$ cat config.mk
export PLATFORM = sky130hd
export DESIGN_NAME = mux_arbiter
export DESIGN_NICKNAME = d
export VERILOG_FILES = /design/src/rtl/mux_arb_pkg.sv /design/src/rtl/rr_grant2.sv /design/src/rtl/mux_arbiter.sv
export SDC_FILE = /design/constraint.sdc
export NUM_CORES = 1
export LEC_CHECK = 0
export ABC_AREA = 0
export ABC_CLOCK_PERIOD_IN_PS = 2460
export CAP_MARGIN = 0
export CORE_ASPECT_RATIO = 1.5
export CORE_MARGIN = 5
export CORE_UTILIZATION = 30
export CTS_CLUSTER_DIAMETER = 120
export CTS_CLUSTER_SIZE = 14
export DETAILED_ROUTE_END_ITERATION = 10
export PLACE_DENSITY = 0.73
export SYNTH_ARGS = -nofsm -noshare
export SYNTH_HDL_FRONTEND = slang
export SYNTH_HIERARCHICAL = 1
export SYNTH_SLANG_ARGS = --single-unit
$ cat constraint.sdc
create_clock -name clk -period 2.46 [get_ports clk]
set_clock_uncertainty 0.2 [all_clocks]
set_input_delay 0.492 -clock clk [delete_from_list [all_inputs] [get_ports clk]]
set_output_delay 0.492 -clock clk [all_outputs]
set_load 0.05 [all_outputs]
$ cat src/rtl/mux_arb_pkg.sv
// Shared types for the two-channel round-robin mux arbiter.
package mux_arb_pkg;

   typedef logic chan_t;

   localparam chan_t CH0 = 1'b0;
   localparam chan_t CH1 = 1'b1;

   typedef enum logic {
      EMPTY = 1'b0,
      FULL  = 1'b1
   } stage_t;

endpackage

$ cat src/rtl/rr_grant2.sv
// Combinational 2-way round-robin picker with optional packet-lock override.
module rr_grant2
   import mux_arb_pkg::*;
(
   input  logic [1:0] valid,
   input  chan_t      last_grant,
   input  logic       lock,
   input  logic       can_accept,
   output logic [1:0] grant,
   output chan_t      grant_idx
);

   logic cand_valid;

   always_comb begin
      grant_idx  = CH0;
      cand_valid = 1'b0;
      if (lock) begin
         // Locked channel keeps the grant even when idle; the other channel waits.
         grant_idx  = last_grant;
         cand_valid = valid[last_grant];
      end else if (valid == 2'b11) begin
         grant_idx  = ~last_grant;
         cand_valid = 1'b1;
      end else if (valid[1]) begin
         grant_idx  = CH1;
         cand_valid = 1'b1;
      end else if (valid[0]) begin
         grant_idx  = CH0;
         cand_valid = 1'b1;
      end
   end

   always_comb begin
      grant = '0;
      if (can_accept && cand_valid) begin
         grant[grant_idx] = 1'b1;
      end
   end

endmodule

$ cat src/rtl/mux_arbiter.sv
// Two-channel round-robin arbiter with a one-entry registered output stage.
// Optional packet lock enabled by defining MUX_ARB_PACKET_LOCK_EN.
module mux_arbiter
   import mux_arb_pkg::*;
#(
   parameter int DATA_W = 8
) (
   input  logic              clk,
   input  logic              rst_n,
   input  logic              s0_valid,
   input  logic [DATA_W-1:0] s0_data,
   input  logic              s0_last,
   output logic              s0_ready,
   input  logic              s1_valid,
   input  logic [DATA_W-1:0] s1_data,
   input  logic              s1_last,
   output logic              s1_ready,
   output logic              m_valid,
   output logic [DATA_W-1:0] m_data,
   output logic              m_last,
   input  logic              m_ready,
   output logic              sel
);

   stage_t            state;
   chan_t             last_grant;
   logic              lock;
   logic              can_accept;
   logic              accept;
   logic [1:0]        grant;
   chan_t             grant_idx;
   logic [DATA_W-1:0] win_data;
   logic              win_last;

   assign m_valid    = (state == FULL);
   assign can_accept = !m_valid || m_ready;

   rr_grant2 u_rr_grant2 (
      .valid      ({s1_valid, s0_valid}),
      .last_grant (last_grant),
      .lock       (lock),
      .can_accept (can_accept),
      .grant      (grant),
      .grant_idx  (grant_idx)
   );

   assign s0_ready = grant[0];
   assign s1_ready = grant[1];
   assign accept   = |grant;
   assign win_data = (grant_idx == CH1) ? s1_data : s0_data;
   assign win_last = (grant_idx == CH1) ? s1_last : s0_last;

   always_ff @(posedge clk) begin
      if (!rst_n) begin
         state      <= EMPTY;
         m_data     <= '0;
         m_last     <= 1'b0;
         sel        <= CH0;
         last_grant <= CH1;
      end else if (accept) begin
         state      <= FULL;
         m_data     <= win_data;
         m_last     <= win_last;
         sel        <= grant_idx;
         last_grant <= grant_idx;
      end else if (m_ready) begin
         state <= EMPTY;
      end
   end

`ifdef MUX_ARB_PACKET_LOCK_EN
   always_ff @(posedge clk) begin
      if (!rst_n) begin
         lock <= 1'b0;
      end else if (accept) begin
         lock <= !win_last;
      end
   end
`else
   assign lock = 1'b0;
`endif

endmodule

==> results.txt, run 1 <==
----------------------------------------------------
[Final layout]
  Final core utilization ... 56.4%
  Layout fillers ... 185
  Post-layout instance area ... 1050 um^2
  Area of the multi-input gates ... 339 um^2
  Antenna fix cells ... 0
  Area taken by flip-flops and latches ... 240 um^2
  Fraction of layout instances using a drive strength above 1 ... 11.5%
  Area delta synth->final ... 77.1%
  Total Nets Final ... 128

[Yosys]
  Sequential-to-total area share from yosys stat ... 40.7%
  Main synth FF type ... sky130_fd_sc_hd__dfxtp_1
  Synthesized area per cell ... 9.53 um^2
  Proportion of netlist area held by the largest area contributor ... 40.7%
  Top cell types by occurrence after synthesis ... 12 x sky130_fd_sc_hd__dfxtp_1, 9 x sky130_fd_sc_hd__a21oi_1, 9 x sky130_fd_sc_hd__mux2i_1, 9 x sky130_fd_sc_hd__o31ai_1, 4 x sky130_fd_sc_hd__buf_2
  Post-synth EDFFs ... 0
  Netlist area before placement ... 591 um^2
  Yosys warnings ... 6
  Most instantiated library cell after synthesis ... sky130_fd_sc_hd__dfxtp_1
  Distinct cell type count of the synthesized netlist ... 21
  Cell accounting for the most synthesized area ... sky130_fd_sc_hd__dfxtp_1
  Synth Instances ... 62
  Number of flip-flops and latches in the synthesized netlist ... 12
  Top cells by area in the synthesized netlist ... sky130_fd_sc_hd__dfxtp_1 41%, sky130_fd_sc_hd__mux2i_1 15%, sky130_fd_sc_hd__o31ai_1 11%
  Share of flip-flops with an asynchronous set or reset after synthesis ... 0%

[CTS]
  Clock-pin slew on the worst setup and hold paths ... 0.07 ns
  Hold buffers post-CTS ... 0
  Maximum root-to-sink buffer count ... 2
  Number of buffers inserted by post-CTS setup repair ... 0
  Clock network latency to the later pin of the worst-skew pair ... 0.26 ns
  Clock tree from TritonCTS ... yes
  Clk root buf ... sky130_fd_sc_hd__clkbuf_4
  Sinks on the clock net ... 12
  Inserted Clock Buffers ... 3
  Cells resized by post-CTS repair ... 0
  CTS H-tree depth ... 1

[Placement]
  RD Place Congestion ... 0.779
  Dpl hpwl ... 1260 um
  Post-place instance area ... 1010 um^2
  Number of port buffers ... 35

[Drt]
  Number of iterations in the first detailed-routing pass ... 4
  Highest routing layer actually used ... met4
  WL per Instance ... 12.7 um
  DRC violation count after routing ... 0
  Starting DRC count in detailed routing ... 9
  Routed via count ... 614
  Wire length reported by the detailed router ... 1590 um
  Vias per std cell ... 4.91
  Detailed-route wire length on metal 1 ... 625 um
  Met3 Wirelength ... 93 um
  Number of routed nets with antenna violations ... 0
  Routed length on met2 ... 853 um

[Hold path]
  Min-delay worst type ... flip-flop to flip-flop

[Timing]
  Setup repair after global routing missed its margin ... no
  Worst hold slack across all endpoints ... 0.346 ns
  Slew @ Worst Pin ... 0.509 ns
  Final hold violation count ... 0
  Upper clock frequency limit ... 427 MHz
  Final worst path period need ... 2.34 ns
  Max-slew violations ... 0
  Final count of negative-setup-slack endpoints ... 0
  Final worst-path cycle share ... 95.2%
  Post-Route Setup TNS ... 0 ns
  Worst slew slack as a fraction of its limit ... 65.9%

[Global routing]
  Global-route congestion overflow total ... 0
  Pin count of the biggest net entering global routing ... 13
  Number of antenna violations at the first check in global routing ... 0
  Number of global-route vias before repair ... 542
  First-pass GRT wire length ... 2350 um
  GRT Total Usage ... 10.7%

[Critical path]
  Kind of critical path ... input pin to output port
  Critical path endpoint category ... output port
  Signal arrival time at the worst endpoint ... 1.65 ns
  CP Launch Type ... input pin
  Worst Path Required ... 1.77 ns
  Largest fanout on the critical path ... 8

[Die]
  Die Area ... 2970 um^2
  Die Ht ... 64.3 um
  Number of placement rows ... 19
  Initial Util ... 31.8%
  I/O pins ... 36
  Core box area ... 1850 um^2
  Die width ... 46.2 um

[Power]
  Switching part of the total ... 36.1%
  Pwr Density ... 657 nW/um^2
  Internal power ... 439 uW
  VDD IR-drop max ... 0.446 mV
  Leak Pwr ... 0.444 nW
  Relative contribution of the clock network to total power ... 22.0%
  P_sw ... 248 uW
  Flop pwr share ... 34.4%
  Overall Power ... 687 uW
  Part of the total power dissipated in combinational logic ... 43.7%

[Run status]
  Result of the run ... finished clean

[Job]
  Maximum capacitance violations ... 0

----------------------------------------------------
[path summary, 6_finish.rpt]
check | start | to | slack (ns) | cells past startpoint
worst max-delay path | m_ready | s1_ready | 0.12 | 4
worst max register to register | last_grant | m_data[4] | 0.75 | 4
worst min register to register | m_last | m_last | 0.35 | 2
worst min-delay path | m_last | m_last | 0.35 | 2
[flip-flops by register name, summed over array words and instances, names as in the netlist]
register,flops
m_data,8
last_grant,1
m_last,1
m_valid,1
sel,1
[power by group through the flow]
stage / registers [mW] / logic [mW] / clock network [mW]
floorplan: 0.324 / 0.0986 / 0
global route: 0.240 / 0.317 / 0.164
global placement: 0.241 / 0.300 / 0
finish: 0.236 / 0.300 / 0.151
detailed placement: 0.241 / 0.302 / 0
CTS: 0.237 / 0.303 / 0.157
[critical path, stage by stage]
cell and delay (ns):
sky130_fd_sc_hd__clkdlybuf4s50_1 0.45, sky130_fd_sc_hd__nand2b_1 0.14, sky130_fd_sc_hd__o2111a_1 0.39, sky130_fd_sc_hd__buf_12 0.18
[metal layers]
metal	up-vias	global-route usage [%]
li1	313	-
met1	282	13.0
met2	17	17.1
met3	2	1.97
met4	0	5.34
met5	-	0
[per-stage QoR]
step	cells	worst slack, ns
after floorplan	66	0.220
after global placement	121	0.145
after detailed placement	121	0.124
after CTS	125	0.116
after global routing	125	0.0536
final	125	0.117
[cell type report]
class | count | area share (%)
Clock buffer | 4 | 3.47
Inverter | 1 | 0.359
Multi-Input combinational cell | 48 | 32.4
Sequential cell | 12 | 23.0
Tap cell | 21 | 2.51
Timing Repair Buffer | 39 | 38.3
[placed cells by master (no fill, tap or decap)]
cell type,instances
sky130_fd_sc_hd__clkdlybuf4s50_1,33
sky130_fd_sc_hd__dfxtp_1,12
sky130_fd_sc_hd__mux2i_1,9
sky130_fd_sc_hd__o31ai_1,9
sky130_fd_sc_hd__a21oi_1,9
sky130_fd_sc_hd__conb_1,5
sky130_fd_sc_hd__buf_4,4
sky130_fd_sc_hd__clkbuf_4,3
sky130_fd_sc_hd__nand2b_1,2
sky130_fd_sc_hd__a21boi_0,2
sky130_fd_sc_hd__buf_12,2
sky130_fd_sc_hd__nand2_1,2
sky130_fd_sc_hd__or2_1,1
sky130_fd_sc_hd__o21ai_0,1
sky130_fd_sc_hd__or3b_1,1
sky130_fd_sc_hd__a21boi_1,1
sky130_fd_sc_hd__nor2_1,1
sky130_fd_sc_hd__inv_1,1
sky130_fd_sc_hd__o211ai_2,1
sky130_fd_sc_hd__clkbuf_8,1
sky130_fd_sc_hd__o21a_1,1
sky130_fd_sc_hd__nor3b_1,1
sky130_fd_sc_hd__a211oi_2,1
sky130_fd_sc_hd__o2111a_1,1
[cells by family after synthesis]
kind of cell           after synthesis  synth area share [%]
AO/OA/AOI/OAI                       26                  30.3
buffers and inverters                6                  5.30
flip-flops                          12                  40.7
multiplexers                         9                  15.3
other                                1                 0.635
AND/OR/NAND/NOR                      8                  7.84
No activity file was read; power rests on OpenSTA's default activity.
==> inputs of run 2 (changes only) <==
--- a/config.mk
+++ b/config.mk
@@ -15,6 +15,7 @@
 export CTS_CLUSTER_SIZE = 14
 export DETAILED_ROUTE_END_ITERATION = 10
 export PLACE_DENSITY = 0.73
+export RECOVER_POWER = 100
 export SYNTH_ARGS = -nofsm -noshare
 export SYNTH_HDL_FRONTEND = slang
 export SYNTH_HIERARCHICAL = 1
==> run 2 against run 1 <==
Net effect:
- power fell by 1.5%
- combinational power fell by 3%
- global-route usage did not move
- worst hold slack got worse by 0.0035 ns
- fmax rose by 0.33%
- final area fell by 0.24%
- non-clock buffer count did not move
- cell count did not move
- setup slack improved by 0.0076 ns
- first-iteration DRC count did not move
- flip-flop and latch count did not move
- sequential share of layout area rose by 0.055 points
==> results.txt, run 2 (synthesis gave the netlist of run 1 again) <==
----------------------------------------------------
[Run status]
  Result of the run ... finished clean

[CTS]
  Number of buffers inserted by post-CTS setup repair ... 0
  Clock-pin slew on the worst setup and hold paths ... 0.07 ns
  CTS H-tree depth ... 1
  Cells resized by post-CTS repair ... 0
  Clock network latency to the later pin of the worst-skew pair ... 0.26 ns
  Clock tree from TritonCTS ... yes
  Sinks on the clock net ... 12
  Hold buffers post-CTS ... 0
  Clk root buf ... sky130_fd_sc_hd__clkbuf_4
  Inserted Clock Buffers ... 3
  Maximum root-to-sink buffer count ... 2

[Power]
  Switching part of the total ... 36.5%
  Pwr Density ... 648 nW/um^2
  Internal power ... 429 uW
  Relative contribution of the clock network to total power ... 22.3%
  VDD IR-drop max ... 0.438 mV
  P_sw ... 247 uW
  Flop pwr share ... 34.7%
  Part of the total power dissipated in combinational logic ... 43.0%
  Leak Pwr ... 0.465 nW

[Global routing]
  Number of antenna violations at the first check in global routing ... 0
  First-pass GRT wire length ... 2350 um
  GRT Total Usage ... 10.7%
  Number of global-route vias before repair ... 542
  Pin count of the biggest net entering global routing ... 13
  Global-route congestion overflow total ... 0

[Die]
  I/O pins ... 36
  Initial Util ... 31.8%
  Die Area ... 2970 um^2
  Number of placement rows ... 19
  Die width ... 46.2 um
  Core box area ... 1850 um^2
  Die Ht ... 64.3 um

[Final layout]
  Most flops, register ... m_data
  Total Nets Final ... 128
  Most frequent cells in the layout ... 22 x sky130_fd_sc_hd__clkdlybuf4s50_1, 12 x sky130_fd_sc_hd__dfxtp_1, 11 x sky130_fd_sc_hd__dlygate4sd3_1
  Leading cell type in the layout, fill and taps excluded ... sky130_fd_sc_hd__clkdlybuf4s50_1
  Layout fillers ... 186
  Fraction of layout instances using a drive strength above 1 ... 11.5%
  Area taken by flip-flops and latches ... 240 um^2
  Flip-flop count of the largest register, all copies and words added ... 8
  Area of the multi-input gates ... 339 um^2
  Area delta synth->final ... 76.7%
  Antenna fix cells ... 0

[Critical path]
  Largest stage delay on the critical path ... 0.45 ns
  Signal arrival time at the worst endpoint ... 1.64 ns
  Cell-by-cell listing of the critical path ... clkdlybuf4s50_1 -> nand2b_1 -> o2111a_1 -> buf_12
  CP bufs+invs ... 2
  Largest fanout on the critical path ... 8
  Reg2Reg Depth ... 4
  Minimum setup slack among reg-to-reg paths ... 0.60 ns
  Kind of critical path ... input pin to output port
  Capturing point of the worst reg2reg path ... m_data[4]
  Critical path endpoint category ... output port
  Reg-to-reg startpoint ... last_grant
  CP Launch Type ... input pin
  Worst Path Required ... 1.77 ns
  Slowest-stage cell, CP ... sky130_fd_sc_hd__clkdlybuf4s50_1
  Family of cells with the greatest summed delay on the critical path ... buffers and inverters

[Drt]
  DRC violation count after routing ... 0
  WL per Instance ... 12.7 um
  Number of routed nets with antenna violations ... 0
  Starting DRC count in detailed routing ... 9
  Vias per std cell ... 4.97
  Wire length reported by the detailed router ... 1590 um
  Number of iterations in the first detailed-routing pass ... 5
  Routed via count ... 621

[Timing]
  Upper clock frequency limit ... 428 MHz
  Slew @ Worst Pin ... 0.587 ns
  Final count of negative-setup-slack endpoints ... 0
  Final hold violation count ... 0
  Worst slew slack as a fraction of its limit ... 60.9%
  Setup repair after global routing missed its margin ... no
  Max-slew violations ... 0
  Post-Route Setup TNS ... 0 ns
  Final worst path period need ... 2.33 ns
  Worst hold slack across all endpoints ... 0.343 ns
  Final worst-path cycle share ... 94.9%

[Hold path]
  Hold path endpoint ... m_last
  Hold path cells ... 2
  Hold_sp ... m_last
  Min-delay worst type ... flip-flop to flip-flop

[Job]
  Maximum capacitance violations ... 0

[Placement]
  RD Place Congestion ... 0.779
  Number of port buffers ... 35
  Dpl hpwl ... 1260 um

----------------------------------------------------
-- run 2: changes by cell type in the layout (fill, tap and decap cells not counted), sizes merged --
cell           before  now
dlygate4sd3         0   11
buf                 6    5
clkdlybuf4s50      33   22
clkbuf              4    5
-- run 2: how the worst max path moves through the flow --
stage | end | from | slack [ns] | depth (start not counted)
after floorplan | m_data[0] | m_valid | 0.22 | 6
after global placement | s1_ready | m_ready | 0.15 | 4
after detailed placement | s0_ready | s1_valid | 0.12 | 4
after CTS | s1_ready | m_ready | 0.12 | 4
after global routing | s1_ready | m_ready | 0.05 | 4
final | s1_ready | m_ready | 0.13 | 4
-- run 2: power by group through the flow --
| stage | logic (mW) | registers (mW) | clock network [mW] |
|---|---|---|---|
| after CTS | 0.303 | 0.237 | 0.157 |
| after global routing | 0.307 | 0.239 | 0.164 |
| after floorplan | 0.0986 | 0.324 | 0 |
| final | 0.291 | 0.235 | 0.151 |
| after detailed placement | 0.302 | 0.241 | 0 |
| after global placement | 0.300 | 0.241 | 0 |
-- run 2: area by class of cell --
type / count / share of cell area (%)
flip-flops and latches: 12 / 23.0
inverters: 1 / 0.360
multi-input cells: 48 / 32.5
repair buffers: 39 / 38.1
clock buffers: 4 / 3.48
well taps: 21 / 2.52
-- run 2: per-stage QoR --
stage          total power, mW  utilization (%)  worst slack (ns)  instance area, um^2  std cells
2_1_floorplan            0.422                -             0.220                  611         66
3_3_place_gp             0.540             54.5             0.145                 1010        121
3_5_place_dp             0.543             54.5             0.124                 1010        121
4_1_cts                  0.697             56.4             0.116                 1050        125
5_1_grt                  0.711             56.3            0.0527                 1040        125
6_report                 0.676             56.3             0.125                 1040        125
-- run 2: per-layer routing --
layer	vias up	track usage [%]	routed length, um
li1	311	-	-
met1	291	13.0	616
met2	17	17.1	862
met3	2	1.97	93
met4	0	5.34	13
met5	-	0	0
-- run 2: worst reg2reg max path, cell delays in order, from the launching register on --
cell and delay, ns:
sky130_fd_sc_hd__dfxtp_1 0.42, sky130_fd_sc_hd__nor3b_1 0.09, sky130_fd_sc_hd__a211oi_2 0.33, sky130_fd_sc_hd__or2_0 0.53
sky130_fd_sc_hd__a21oi_1 0.15
